--- src/rtl/mem_port_arbiter.sv ---
// ---------------------------------------------------------------------------
// mem_port_arbiter
//
// Shares one single-ported synchronous memory between instruction fetch (IF)
// and load/store (LS). In IDLE one requester is granted. Its ready is asserted
// combinationally in the same cycle and the memory access is issued at once.
// The block then waits MEM_LATENCY cycles and pulses the owning side's
// response with the read data. Stores return zero data.
//
// Ports
//   clk, rst                  clock, synchronous active-high reset
//   if_req_valid/ready        fetch request handshake
//   if_addr                   fetch byte address
//   if_resp_valid, if_rdata   fetch response pulse and data
//   ls_req_valid/ready        load/store request handshake
//   ls_we, ls_wstrb           store flag and byte enables
//   ls_addr, ls_wdata         load/store address and store data
//   ls_resp_valid, ls_rdata   load/store response pulse and data (0 on store)
//   mem_en, mem_we            memory strobe and byte write enables
//   mem_addr, mem_wdata       memory address and write data
//   mem_rdata                 memory read data, MEM_LATENCY cycles after mem_en
// ---------------------------------------------------------------------------
module mem_port_arbiter #(
    parameter int AW          = 32,
    parameter int DW          = 32,
    parameter int MEM_LATENCY = 1
) (
    input  logic            clk,
    input  logic            rst,
    input  logic            if_req_valid,
    output logic            if_req_ready,
    input  logic [AW-1:0]   if_addr,
    output logic            if_resp_valid,
    output logic [DW-1:0]   if_rdata,
    input  logic            ls_req_valid,
    output logic            ls_req_ready,
    input  logic            ls_we,
    input  logic [DW/8-1:0] ls_wstrb,
    input  logic [AW-1:0]   ls_addr,
    input  logic [DW-1:0]   ls_wdata,
    output logic            ls_resp_valid,
    output logic [DW-1:0]   ls_rdata,
    output logic            mem_en,
    output logic [DW/8-1:0] mem_we,
    output logic [AW-1:0]   mem_addr,
    output logic [DW-1:0]   mem_wdata,
    input  logic [DW-1:0]   mem_rdata
);

    localparam int SW = DW / 8;
    localparam logic [2:0] LAT = 3'(MEM_LATENCY);

    // Owner / last encoding: 0 = IF, 1 = LS.
    localparam logic OWN_IF = 1'b0;
    localparam logic OWN_LS = 1'b1;

    typedef enum logic {
        IDLE,
        WAIT
    } state_t;

    state_t     state_reg, state_next;
    logic [2:0] cnt_reg, cnt_next;
    logic       owner_reg, owner_next;
    logic       store_reg, store_next;
    logic       last_reg, last_next;

    logic grant_if;
    logic grant_ls;
    logic resp_fire;

    always_ff @(posedge clk) begin
        if (rst) begin
            state_reg <= IDLE;
            cnt_reg   <= 3'd0;
            owner_reg <= OWN_IF;
            store_reg <= 1'b0;
            last_reg  <= OWN_IF;
        end else begin
            state_reg <= state_next;
            cnt_reg   <= cnt_next;
            owner_reg <= owner_next;
            store_reg <= store_next;
            last_reg  <= last_next;
        end
    end

    always_comb begin
        state_next = state_reg;
        cnt_next   = cnt_reg;
        owner_next = owner_reg;
        store_next = store_reg;
        last_next  = last_reg;
        grant_if   = 1'b0;
        grant_ls   = 1'b0;
        resp_fire  = 1'b0;

        case (state_reg)
            IDLE: begin
                // Grants are suppressed during reset so that every output
                // reads zero while rst is high.
                if (!rst) begin
                    // LS wins when alone, or on conflict when IF went last.
                    if (ls_req_valid && (!if_req_valid || last_reg == OWN_IF)) begin
                        grant_ls = 1'b1;
                    end else if (if_req_valid) begin
                        grant_if = 1'b1;
                    end
                end
                if (grant_if || grant_ls) begin
                    owner_next = grant_ls ? OWN_LS : OWN_IF;
                    store_next = grant_ls && ls_we;
                    last_next  = grant_ls ? OWN_LS : OWN_IF;
                    cnt_next   = LAT;
                    state_next = WAIT;
                end
            end
            WAIT: begin
                cnt_next = cnt_reg - 3'd1;
                if (cnt_reg == 3'd1) begin
                    resp_fire  = !rst;
                    state_next = IDLE;
                end
            end
            default: begin
                state_next = IDLE;
            end
        endcase
    end

    assign if_req_ready = grant_if;
    assign ls_req_ready = grant_ls;
    assign mem_en       = grant_if | grant_ls;
    assign mem_addr     = grant_ls ? ls_addr : (grant_if ? if_addr : '0);
    assign mem_wdata    = grant_ls ? ls_wdata : '0;

    // Byte write enables only when LS wins with a store.
    genvar gi;
    generate
        for (gi = 0; gi < SW; gi++) begin : g_we
            assign mem_we[gi] = grant_ls & ls_we & ls_wstrb[gi];
        end
    endgenerate

    assign if_resp_valid = resp_fire && (owner_reg == OWN_IF);
    assign ls_resp_valid = resp_fire && (owner_reg == OWN_LS);
    assign if_rdata      = (if_resp_valid && !store_reg) ? mem_rdata : '0;
    assign ls_rdata      = (ls_resp_valid && !store_reg) ? mem_rdata : '0;

endmodule
--- config.mk ---
export PLATFORM = sky130hd
export DESIGN_NAME = mem_port_arbiter
export DESIGN_NICKNAME = d
export VERILOG_FILES = /design/src/rtl/mem_port_arbiter.sv
export SDC_FILE = /design/constraint.sdc
export NUM_CORES = 1
export LEC_CHECK = 0
export BUFFER_PORTS_ARGS = -buffer_cell sky130_fd_sc_hd__buf_2
export CAP_MARGIN = 20
export CORE_AREA = 4 4 103 105
export CTS_CLUSTER_SIZE = 8
export DETAILED_ROUTE_END_ITERATION = 12
export DIE_AREA = 0 0 107 109
export SLEW_MARGIN = 20
export SYNTH_ARGS = -nofsm -noshare
export SYNTH_HDL_FRONTEND = slang
export SYNTH_SLANG_ARGS = --single-unit
--- constraint.sdc ---
create_clock -name clk -period 3.2 [get_ports clk]
set_input_delay 0.64 -clock clk [delete_from_list [all_inputs] [get_ports clk]]
set_output_delay 0.64 -clock clk [all_outputs]
set_load 0.02 [all_outputs]
==> After elaboration in Yosys (flattened, before gate mapping) <==
Cells that the tools add are included.
{ "totals": {"register_bits": 6, "inputBits": 137, "output_inout_bits": 137, "wordCells": 49} }
{ "classes": {"add_sub_neg": 1, "n_eq_ne": 2, "muxes": 22, "n_bitwise": 8, "reduce_logical": 12} }
{ "op_table": {"columns": ["operator", "count"], "rows": [
  ["32-bit two-way mux", 5],
  ["1-bit two-way mux", 14],
  ["1-bit logical AND", 6],
  ["3-bit one-hot mux with 2 select lines", 1],
  ["1-bit bitwise AND", 5],
  ["3-bit by 1-bit == test with 1-bit output (second input constant)", 1],
  ["1-bit logical NOT", 3],
  ["3-bit two-way mux", 1],
  ["3-bit by 1-bit subtractor with 3-bit output (second input constant)", 1],
  ["1-bit logical OR", 2],
  ["2-bit != test (second input constant)", 1],
  ["1-bit inverter", 2],
  ["1-bit one-hot mux with 2 select lines", 1],
  ["2-bit AND reduction", 1],
  ["1-bit bitwise OR", 1]
]} }

==> Logic depth before layout (Yosys ltp) <==
Gate-level depths: netlist (run 1).
{ "depth": {"depth_word": 9, "mapped_depth": 6, "ltp_nobuf": 5} }

==> Worst setup path after synthesis (run 1) <==
No wires, ideal clock.
{ "synth_timing": {"kind": "input -> output", "from": "input rst", "to": "output if_rdata[10]", "arrival_time_ns": 1.841, "t_required_ns": 2.560, "setup_slack_ns": 0.719, "stages": 5, "path_buffers": 2, "path_cell_list": "buf_2 nand4bb_1 nor3_1 clkbuf_1 and2_1"} }
{ "synth_between": {"elab_chain_len": 6} }
{ "synth_lines": {"columns": ["element", "line_no", "text"], "rows": [
  ["start: declaration", "29", "input logic rst,"],
  ["1-bit logical NOT", "121", "resp_fire = !rst;"],
  ["1-bit two-way mux", "120", "if (cnt_reg == 3'd1) begin"],
  ["1-bit two-way mux", "98", "case (state_reg)"],
  ["1-bit logical AND", "145", "assign if_resp_valid = resp_fire && (owner_reg == OWN_IF);"],
  ["1-bit logical AND", "147", "assign if_rdata = (if_resp_valid && !store_reg) ? mem_rdata : '0;"],
  ["32-bit two-way mux", "147", null],
  ["end: declaration", "34", "output logic [DW-1:0] if_rdata,"]
]} }
No other way between the ends.

==> Worst setup path in the final report (run 1) <==
{ "layout_timing": {"from": "input if_req_valid", "to": "output mem_addr[16]"} }
{ "layout_between": {"elab_chain_len": 9, "word_cells_on_any_way": 14, "cone_classes": "mux: 11; reduce/logical: 3"} }
{ "layout_lines": {"columns": ["element", "line_no", "text"], "rows": [
  ["start: declaration", "30", "input logic if_req_valid,"],
  ["1-bit logical NOT", "104", "if (ls_req_valid && (!if_req_valid || last_reg == OWN_IF)) begin"],
  ["1-bit logical OR", "104", null],
  ["1-bit logical AND", "104", null],
  ["1-bit two-way mux", "104", null],
  ["1-bit two-way mux", "102", "if (!rst) begin"],
  ["1-bit two-way mux (2 in series)", "98", null],
  ["32-bit two-way mux", "134", "assign mem_addr = grant_ls ? ls_addr : (grant_if ? if_addr : '0);"],
  ["32-bit two-way mux (*)", "134", null],
  ["end: declaration", "45", "output logic [AW-1:0] mem_addr,"]
]} }
Every way passes the cells marked *; elsewhere a longest branch is shown, timed or not. The select of a mux whose other input is x is not followed.

==> results of run 1 <==
-- metrics by stage --
stage,instance area [um2],hold slack (ps),util (%),total power [mW],std cells
floorplan,1350,459,-,0.257,190
global placement,2860,476,29.6,0.405,582
detailed placement,2860,484,29.6,0.410,582
CTS,2900,491,30.1,0.529,585
global route,2900,512,30.1,0.560,585
finish,2900,493,30.1,0.523,585
-- how the worst min path moves through the flow --
stage,from,end,slack [ps]
after floorplan,cnt_reg[2],cnt_reg[2],460
after global placement,cnt_reg[2],cnt_reg[2],480
after detailed placement,cnt_reg[1],cnt_reg[1],480
after CTS,cnt_reg[1],cnt_reg[1],490
after global routing,cnt_reg[1],cnt_reg[1],510
final,cnt_reg[1],cnt_reg[1],490
-- cells by family after synthesis --
family	count (synthesis)	share of synthesized area, %
buffers and inverters	23	7.31
adder cells (fa/ha/maj)	2	1.85
AO/OA/AOI/OAI	40	27.7
flip-flops	6	8.88
AND/OR/NAND/NOR	118	53.5
multiplexers	1	0.833
-- power breakdown --
group / leakage, nW / total (mW) / internal [mW] / switching (mW)
combinational: 1.81 / 0.315 / 0.145 / 0.170
sequential: 0.0497 / 0.0929 / 0.0820 / 0.0109
clock: 0.0216 / 0.115 / 0.0810 / 0.0341
total: 1.88 / 0.523 / 0.308 / 0.215
-- area by class of cell --
class,count,area [um2],area share [%]
Inverter,5,18.8,0.647
Timing Repair Buffer,277,1410,48.6
Tap cell,133,166,5.74
Multi-Input combinational cell,161,1140,39.4
Clock buffer,3,41.3,1.42
Sequential cell,6,120,4.14
-- per-layer routing --
metal	routed length, um	global-route usage, %
met2	4210	24.8
met5	0	0
met4	20	1.00
met1	2580	12.0
met3	1020	3.20
-- critical path, stage by stage --
cell	delay [ps]
buf_2	150
inv_1	80
a2111oi_4	330
buf_4	390
a22o_1	190
buf_2	160
-- cell usage in the layout, fill, tap and decap left out, drive strengths merged --
master   netlist  routed
a22oi          1       1
ha             2       2
nand2b         3       3
and3b          1       1
a211oi         1       1
nor2           7       7
nand2          1       1
a21oi          2       2
nor3           3       3
clkbuf        10       3
a2111oi        2       2
dfxtp          6       6
and2          96      96
mux2           1       1
buf            8     277
or3            1       1
a311oi         1       1
nand3b         1       1
a22o          32      32
o21ai          1       1
nand4bb        1       1
inv            5       5
and3           4       4
==> out/qor.yml, run 1 <==
drt:
  drt-total-wl_um: 7830
  route.detailed.drc: 0
  routed-via-count: 2403
  post_drt_wl_per_cell_um: 13.4
  avgViaCountPerCell: 4.11
  drtIter0Drc: 130
  ant_nets: 0
  drt-pass1-iter-count: 4
timing:
  rsz0062_at_grt: "false"
  relSlewSlack_pct: 66.8
  fin_ws_ps: 597
  report.final.slew_viol_count: 0
  achievable-frequency_mhz: 384
  finClkSkew_ps: 3.70
  fin_crit_sh_pct: 81.3
  period_minus_slack_ps: 2600
  hold_violations: 0
  finalSetupViolCount: 0
  finalSetupTns_ps: 0
  worst_pin_slew_ps: 497
floorplanning:
  rows: 36
  io-pin-count: 274
  die_h_um: 109
  core_um2: 9640
  dieArea_um2: 11700
  die-width_um: 107
  initial_core_util_pct: 14.0
clock_tree:
  cts-buffers-inserted: 3
  cts_htree_levels: 1
  cts.sinks: 6
  post_cts_buffers: 0
  cts-resized-gates: 0
  clkLatencyLatePin_ps: 220
  clkSlewWorstSetupHoldPaths_ps: 40
  cts-hold-fix-buffers: 0
  cts_max_path_buffers: 2
  cts_tree: "yes"
  root_buffer: "clkbuf_8"
global_routing:
  antenna_found_initial: 0
  grt_pass1_wl_um: 11300
  overflow: 0
  grt_max_degree: 70
  grt_pass1_vias: 2320
  grt.total_usage_pct: 11.8
synth:
  ys_warn_count: 0
  syn_area_um2: 1350
  yosysTopAreaCell: "and2_1"
  yosys-top-cells-count: "and2_1, a22o_1, clkbuf_1"
  yosysUniqueCellTypes: 25
  syn_avg_cell_area_um2: 7.12
  yosysMostFrequentCell: "and2_1"
  seq_area_frac_synth_pct: 8.88
  synthesis.instances: 190
  synth_edf_count: 0
  synth_ff_type: "dfxtp_1"
  ys_ff_latch: 6
  syn-num-nets: 329
  synth_top_cell_area_share_pct: 44.4
  ys_top_cells_by_area: "and2_1, a22o_1, dfxtp_1"
  synth-async-reset-ratio_pct: 0
finish:
  fill_cells: 1057
  syn_to_final_growth_pct: 114
  drive_gt1_share_pct: 63.3
  antennaDiodeCount: 0
  nets: 593
  largest_reg_flops: 3
setup_path:
  crit_type: "primary input to output port"
  rr_startpoint: "state_reg"
  crit_start: "if_req_valid"
  crit_path_end_kind: "output port"
  cp.required_ps: 2560
  rrSetupSlack_ps: 1830
  reg2reg_depth: 2
  worst_r2r_endpoint: "store_reg"
  cp-start-kind: "primary input"
  worstPathArrival_ps: 1960
  endpoint: "mem_addr[16]"
  path_max_fanout: 33
worst_hold_path:
  min_path_cells: 2
  min_path_type: "register to register"
power_and_ir_drop:
  cellPowerDensity_nw_per_um2: 180
  peakVddDrop_v: 0.000100
  cellLeakagePower_nw: 1.88
job:
  maxCapViolations: 0
placed_design:
  gp_congestion: 0.758
  dpl.hpwl_um: 6950
  dp_slack_ps: 587
  port_buffers: 273
outcome:
  outcome: "complete, no violations"
Note: power is estimated with default switching activity, not from simulation.
==> inputs of run 2 (changes only) <==
CORE_AREA = 4 4 106 108   (was 4 4 103 105)
DIE_AREA = 0 0 110 112   (was 0 0 107 109)
clock period = 2.2 ns   (was 3.2 ns; I/O delays follow)
==> out/qor.yml, run 2 (synthesis gave the netlist of run 1 again) <==
outcome:
  outcome: "complete, no violations"
floorplanning:
  rows: 37
  io-pin-count: 274
  core_um2: 10200
  initial_core_util_pct: 13.2
  die-width_um: 110
  die_h_um: 112
  dieArea_um2: 12300
global_routing:
  overflow: 0
  grt_pass1_vias: 2285
  grt_max_degree: 70
  grt_pass1_wl_um: 10300
  grt.total_usage_pct: 10.1
  antenna_found_initial: 0
placed_design:
  gp_congestion: 0.802
  dp_slack_ps: 10.1
  port_buffers: 273
  dpl.hpwl_um: 6430
clock_tree:
  cts-buffers-inserted: 3
  cts.sinks: 6
  cts_tree: "yes"
  clkLatencyLatePin_ps: 220
  cts_max_path_buffers: 2
  cts-hold-fix-buffers: 0
  root_buffer: "clkbuf_8"
  clkSlewWorstSetupHoldPaths_ps: 30
  cts_htree_levels: 1
finish:
  fill_cells: 1098
  syn_to_final_growth_pct: 135
  nets: 607
  drive_gt1_share_pct: 65.9
  antennaDiodeCount: 0
  layout_commonest_cell: "buf_2"
  largest_reg_flops: 3
  final_cell_mix: "buf_2, and2_1, a22o_1, buf_4, nor2_1"
timing:
  fin_crit_sh_pct: 98.0
  hold_violations: 0
  finClkSkew_ps: 3.64
  worst_pin_slew_ps: 272
  achievable-frequency_mhz: 464
  finalSetupViolCount: 0
  finalSetupTns_ps: 0
  holdWs_ps: 480
  fin_ws_ps: 43.2
  period_minus_slack_ps: 2160
  report.final.slew_viol_count: 0
  relSlewSlack_pct: 81.9
setup_path:
  cp-start-kind: "register"
  crit_type: "register to output port"
  worstPathArrival_ps: 1720
  path_max_fanout: 8
  cp.required_ps: 1760
  crit_path_end_kind: "output port"
job:
  maxCapViolations: 0
drt:
  routed-via-count: 2502
  post_drt_wl_per_cell_um: 13.7
  drt-pass1-iter-count: 5
  ant_nets: 0
  avgViaCountPerCell: 4.16
  route.detailed.drc: 0
  drt-total-wl_um: 8220
  drtIter0Drc: 102
power_and_ir_drop:
  peakVddDrop_v: 0.000162
  cellPowerDensity_nw_per_um2: 254
  power.total_uw: 807
  cellLeakagePower_nw: 1.99
worst_hold_path:
  min_path_type: "register to register"
run 2: cell count changes in the layout (fill, tap and decap cells not counted), moves of 2 or more:
cell,before,now
clkbuf_16,0,3
dfxtp_1,6,3
inv_2,1,3
inv_1,4,2
buf_4,3,24
buf_6,0,2
buf_12,1,4
buf_2,273,258
dfxtp_2,0,2
run 2: final timing paths:
kind / from / to / slack (ps) / cells after the start
worst min-delay path: cnt_reg[0] / cnt_reg[0] / 480 / 1
worst max-delay path: cnt_reg[1] / ls_rdata[28] / 40 / 8
worst max register to register: last_reg / store_reg / 820 / 4
worst min register to register: cnt_reg[0] / cnt_reg[0] / 480 / 1
run 2: timing repair:
| item | 4_1_cts | 5_1_grt |
|---|---|---|
| pin swaps | 1 | 5 |
| setup endpoints to repair | 62 | 132 |
| resized for setup | 6 | 20 |
| hold endpoints to repair | 0 | 0 |
| gates cloned | 0 | 4 |
| setup buffers | 1 | 6 |
run 2: layout make-up:
cell class	count	area, um2	area share (%)
clock buffers	3	41.3	1.30
well taps	136	170	5.34
flip-flops and latches	6	126	3.97
multi-input cells	161	1180	37.0
inverters	5	18.8	0.589
repair buffers	291	1650	51.8
run 2: report_power, final:
| group | leakage, nW | internal [mW] | switching (mW) | total (mW) |
|---|---|---|---|---|
| Clock | 0.0216 | 0.118 | 0.0478 | 0.165 |
| Sequential | 0.0506 | 0.120 | 0.0155 | 0.136 |
| Combinational | 1.91 | 0.242 | 0.264 | 0.506 |
run 2: routing by layer:
| metal | up-vias | global-route usage (%) | part of all wire, % |
|---|---|---|---|
| met4 | 0 | 0.998 | 0.17 |
| met3 | 2 | 1.45 | 11 |
| met2 | 170 | 21.2 | 54 |
| met1 | 1131 | 10.4 | 35 |
| met5 | - | 0 | 0 |
| li1 | 1199 | - | - |
run 2: worst max-delay path, stage by stage (launching register included):
cell and delay, ps:
dfxtp_1 300, inv_2 80, ha_4 150, nand4bb_4 150, nor3_4 220, buf_12 140
clkbuf_16 140, and2_1 130, buf_2 160
run 2: through the flow:
| stage | instance area [um2] | utilization, % | std cells |
|---|---|---|---|
| final | 3180 | 31.1 | 602 |
| after global routing | 3180 | 31.1 | 602 |
| after CTS | 2980 | 29.2 | 592 |
| after detailed placement | 2920 | 28.6 | 588 |
| after global placement | 2920 | 28.6 | 588 |
| after floorplan | 1350 | - | 190 |
==> inputs of run 3 (changes only) <==
==> constraint.sdc (replaced) <==
create_clock -name clk -period 2.2 [get_ports clk]
set_input_delay 0.11 -clock clk [delete_from_list [all_inputs] [get_ports clk]]
set_output_delay 0.11 -clock clk [all_outputs]
set_load 0.02 [all_outputs]
==> out/qor.yml, run 3 (synthesis gave the netlist of run 1 again) <==
clock_tree:
  cts_max_path_buffers: 2
  cts.sinks: 6
  cts-buffers-inserted: 3
  cts_tree: "yes"
  clkLatencyLatePin_ps: 220
  cts_htree_levels: 1
  cts-hold-fix-buffers: 0
  clkSlewWorstSetupHoldPaths_ps: 30
  root_buffer: "clkbuf_8"
power_and_ir_drop:
  peakVddDrop_v: 0.000179
  p_sw_uw: 306
  cellLeakagePower_nw: 1.88
  p_clk_share_pct: 21.3
  p_int_uw: 448
  netSwitchingFraction_pct: 40.6
  power.share.sequential_pct: 18.0
  power.total_uw: 754
  comb_power_share_pct: 60.7
  cellPowerDensity_nw_per_um2: 260
global_routing:
  grt_max_degree: 70
  antenna_found_initial: 0
  overflow: 0
  grt_pass1_vias: 2324
  grt_pass1_wl_um: 10500
  grt.total_usage_pct: 10.2
finish:
  final_cell_mix: "buf_2, and2_1, a22o_1, nor2_1, dfxtp_1"
  drive_gt1_share_pct: 63.5
  fill_cells: 1122
  layout_commonest_cell: "buf_2"
  largest_reg_flops: 3
  nets: 593
  syn_to_final_growth_pct: 115
  design_area_um2: 2900
  antennaDiodeCount: 0
setup_path:
  crit_type: "register to output port"
  worstPathArrival_ps: 1910
  rr_startpoint: "last_reg"
  path_cells: "inv_1 -> a2111oi_4 -> buf_4 -> a22o_1 -> buf_2"
  crit_start: "last_reg"
  cp_num_buf_inv: 3
  slowest_delay_ps: 450
  cp.required_ps: 2090
  critPathSlowestCell: "dfxtp_1"
  cp-start-kind: "register"
  crit_path_end_kind: "output port"
  path_max_fanout: 33
  crit_family: "buffers and inverters"
timing:
  rsz0062_at_grt: "false"
  finClkSkew_ps: 0.902
  finalSetupViolCount: 0
  hold_violations: 0
  period_minus_slack_ps: 2020
  relSlewSlack_pct: 74.0
  report.final.slew_viol_count: 0
  finalSetupTns_ps: 0
  worst_pin_slew_ps: 390
  fin_crit_sh_pct: 91.9
  achievable-frequency_mhz: 494
placed_design:
  placed_area_um2: 2860
  dpl.hpwl_um: 6350
  gp_congestion: 0.779
  port_buffers: 273
drt:
  route.detailed.drc: 0
  routed-via-count: 2379
  drt-total-wl_um: 7230
  ant_nets: 0
  drt-pass1-iter-count: 4
  post_drt_wl_per_cell_um: 12.3
  avgViaCountPerCell: 4.05
  drtIter0Drc: 99
floorplanning:
  die_h_um: 112
  initial_core_util_pct: 13.2
  dieArea_um2: 12300
  die-width_um: 110
  io-pin-count: 274
  core_um2: 10200
  rows: 37
worst_hold_path:
  min_from: "ls_we"
  min_path_type: "primary input to register"
job:
  maxCapViolations: 0
outcome:
  outcome: "complete, no violations"
==> run 3: changes by cell type in the layout (fill, tap and decap cells not counted), sizes merged <==
cell    delta
buf       -11
clkbuf     -3
==> run 3: repair_timing <==
item | in CTS | in global routing
setup buffers | 0 | 0
endpoints found under the hold margin | 0 | 0
setup endpoints to repair | 0 | 64
gates resized for setup | 0 | 1
==> run 3: through the flow <==
step	instances	hold WS [ps]	setup WS (ps)	util [%]
floorplan	190	256	604	-
global placement	585	430	447	28.0
detailed placement	585	441	385	28.0
CTS	588	211	131	28.4
global route	588	236	61.2	28.4
finish	588	192	177	28.4
==> run 3: worst paths after layout <==
path | cells past startpoint | to | slack [ps]
worst max register to register | 2 | store_reg | 910
worst max-delay path | 5 | mem_addr[22] | 180
worst min register to register | 2 | cnt_reg[1] | 490
worst min-delay path | 2 | store_reg | 190
==> run 3: power by group through the flow <==
stage	Combinational [mW]	Sequential, mW	Clock, mW
3_3_place_gp	0.454	0.136	0
5_1_grt	0.499	0.139	0.174
3_5_place_dp	0.460	0.137	0
2_1_floorplan	0.243	0.130	0
4_1_cts	0.463	0.136	0.164
6_report	0.458	0.136	0.161
==> run 3: routing by layer <==
| layer | track usage [%] | share of wire, % | routed length (um) | up-vias |
|---|---|---|---|---|
| li1 | - | - | - | 1168 |
| met1 | 11.3 | 36 | 2590 | 1043 |
| met2 | 20.3 | 52 | 3750 | 166 |
| met3 | 1.28 | 12 | 882 | 2 |
| met4 | 1.33 | 0.11 | 8 | 0 |
| met5 | 0 | 0 | 0 | - |
==> run 3: layout make-up <==
cell class / instances / area, um2 / area share [%]
Tap cell: 136 / 170 / 5.86
Timing Repair Buffer: 277 / 1410 / 48.5
Clock buffer: 3 / 41.3 / 1.42
Inverter: 5 / 18.8 / 0.646
Multi-Input combinational cell: 161 / 1140 / 39.4
Sequential cell: 6 / 121 / 4.18
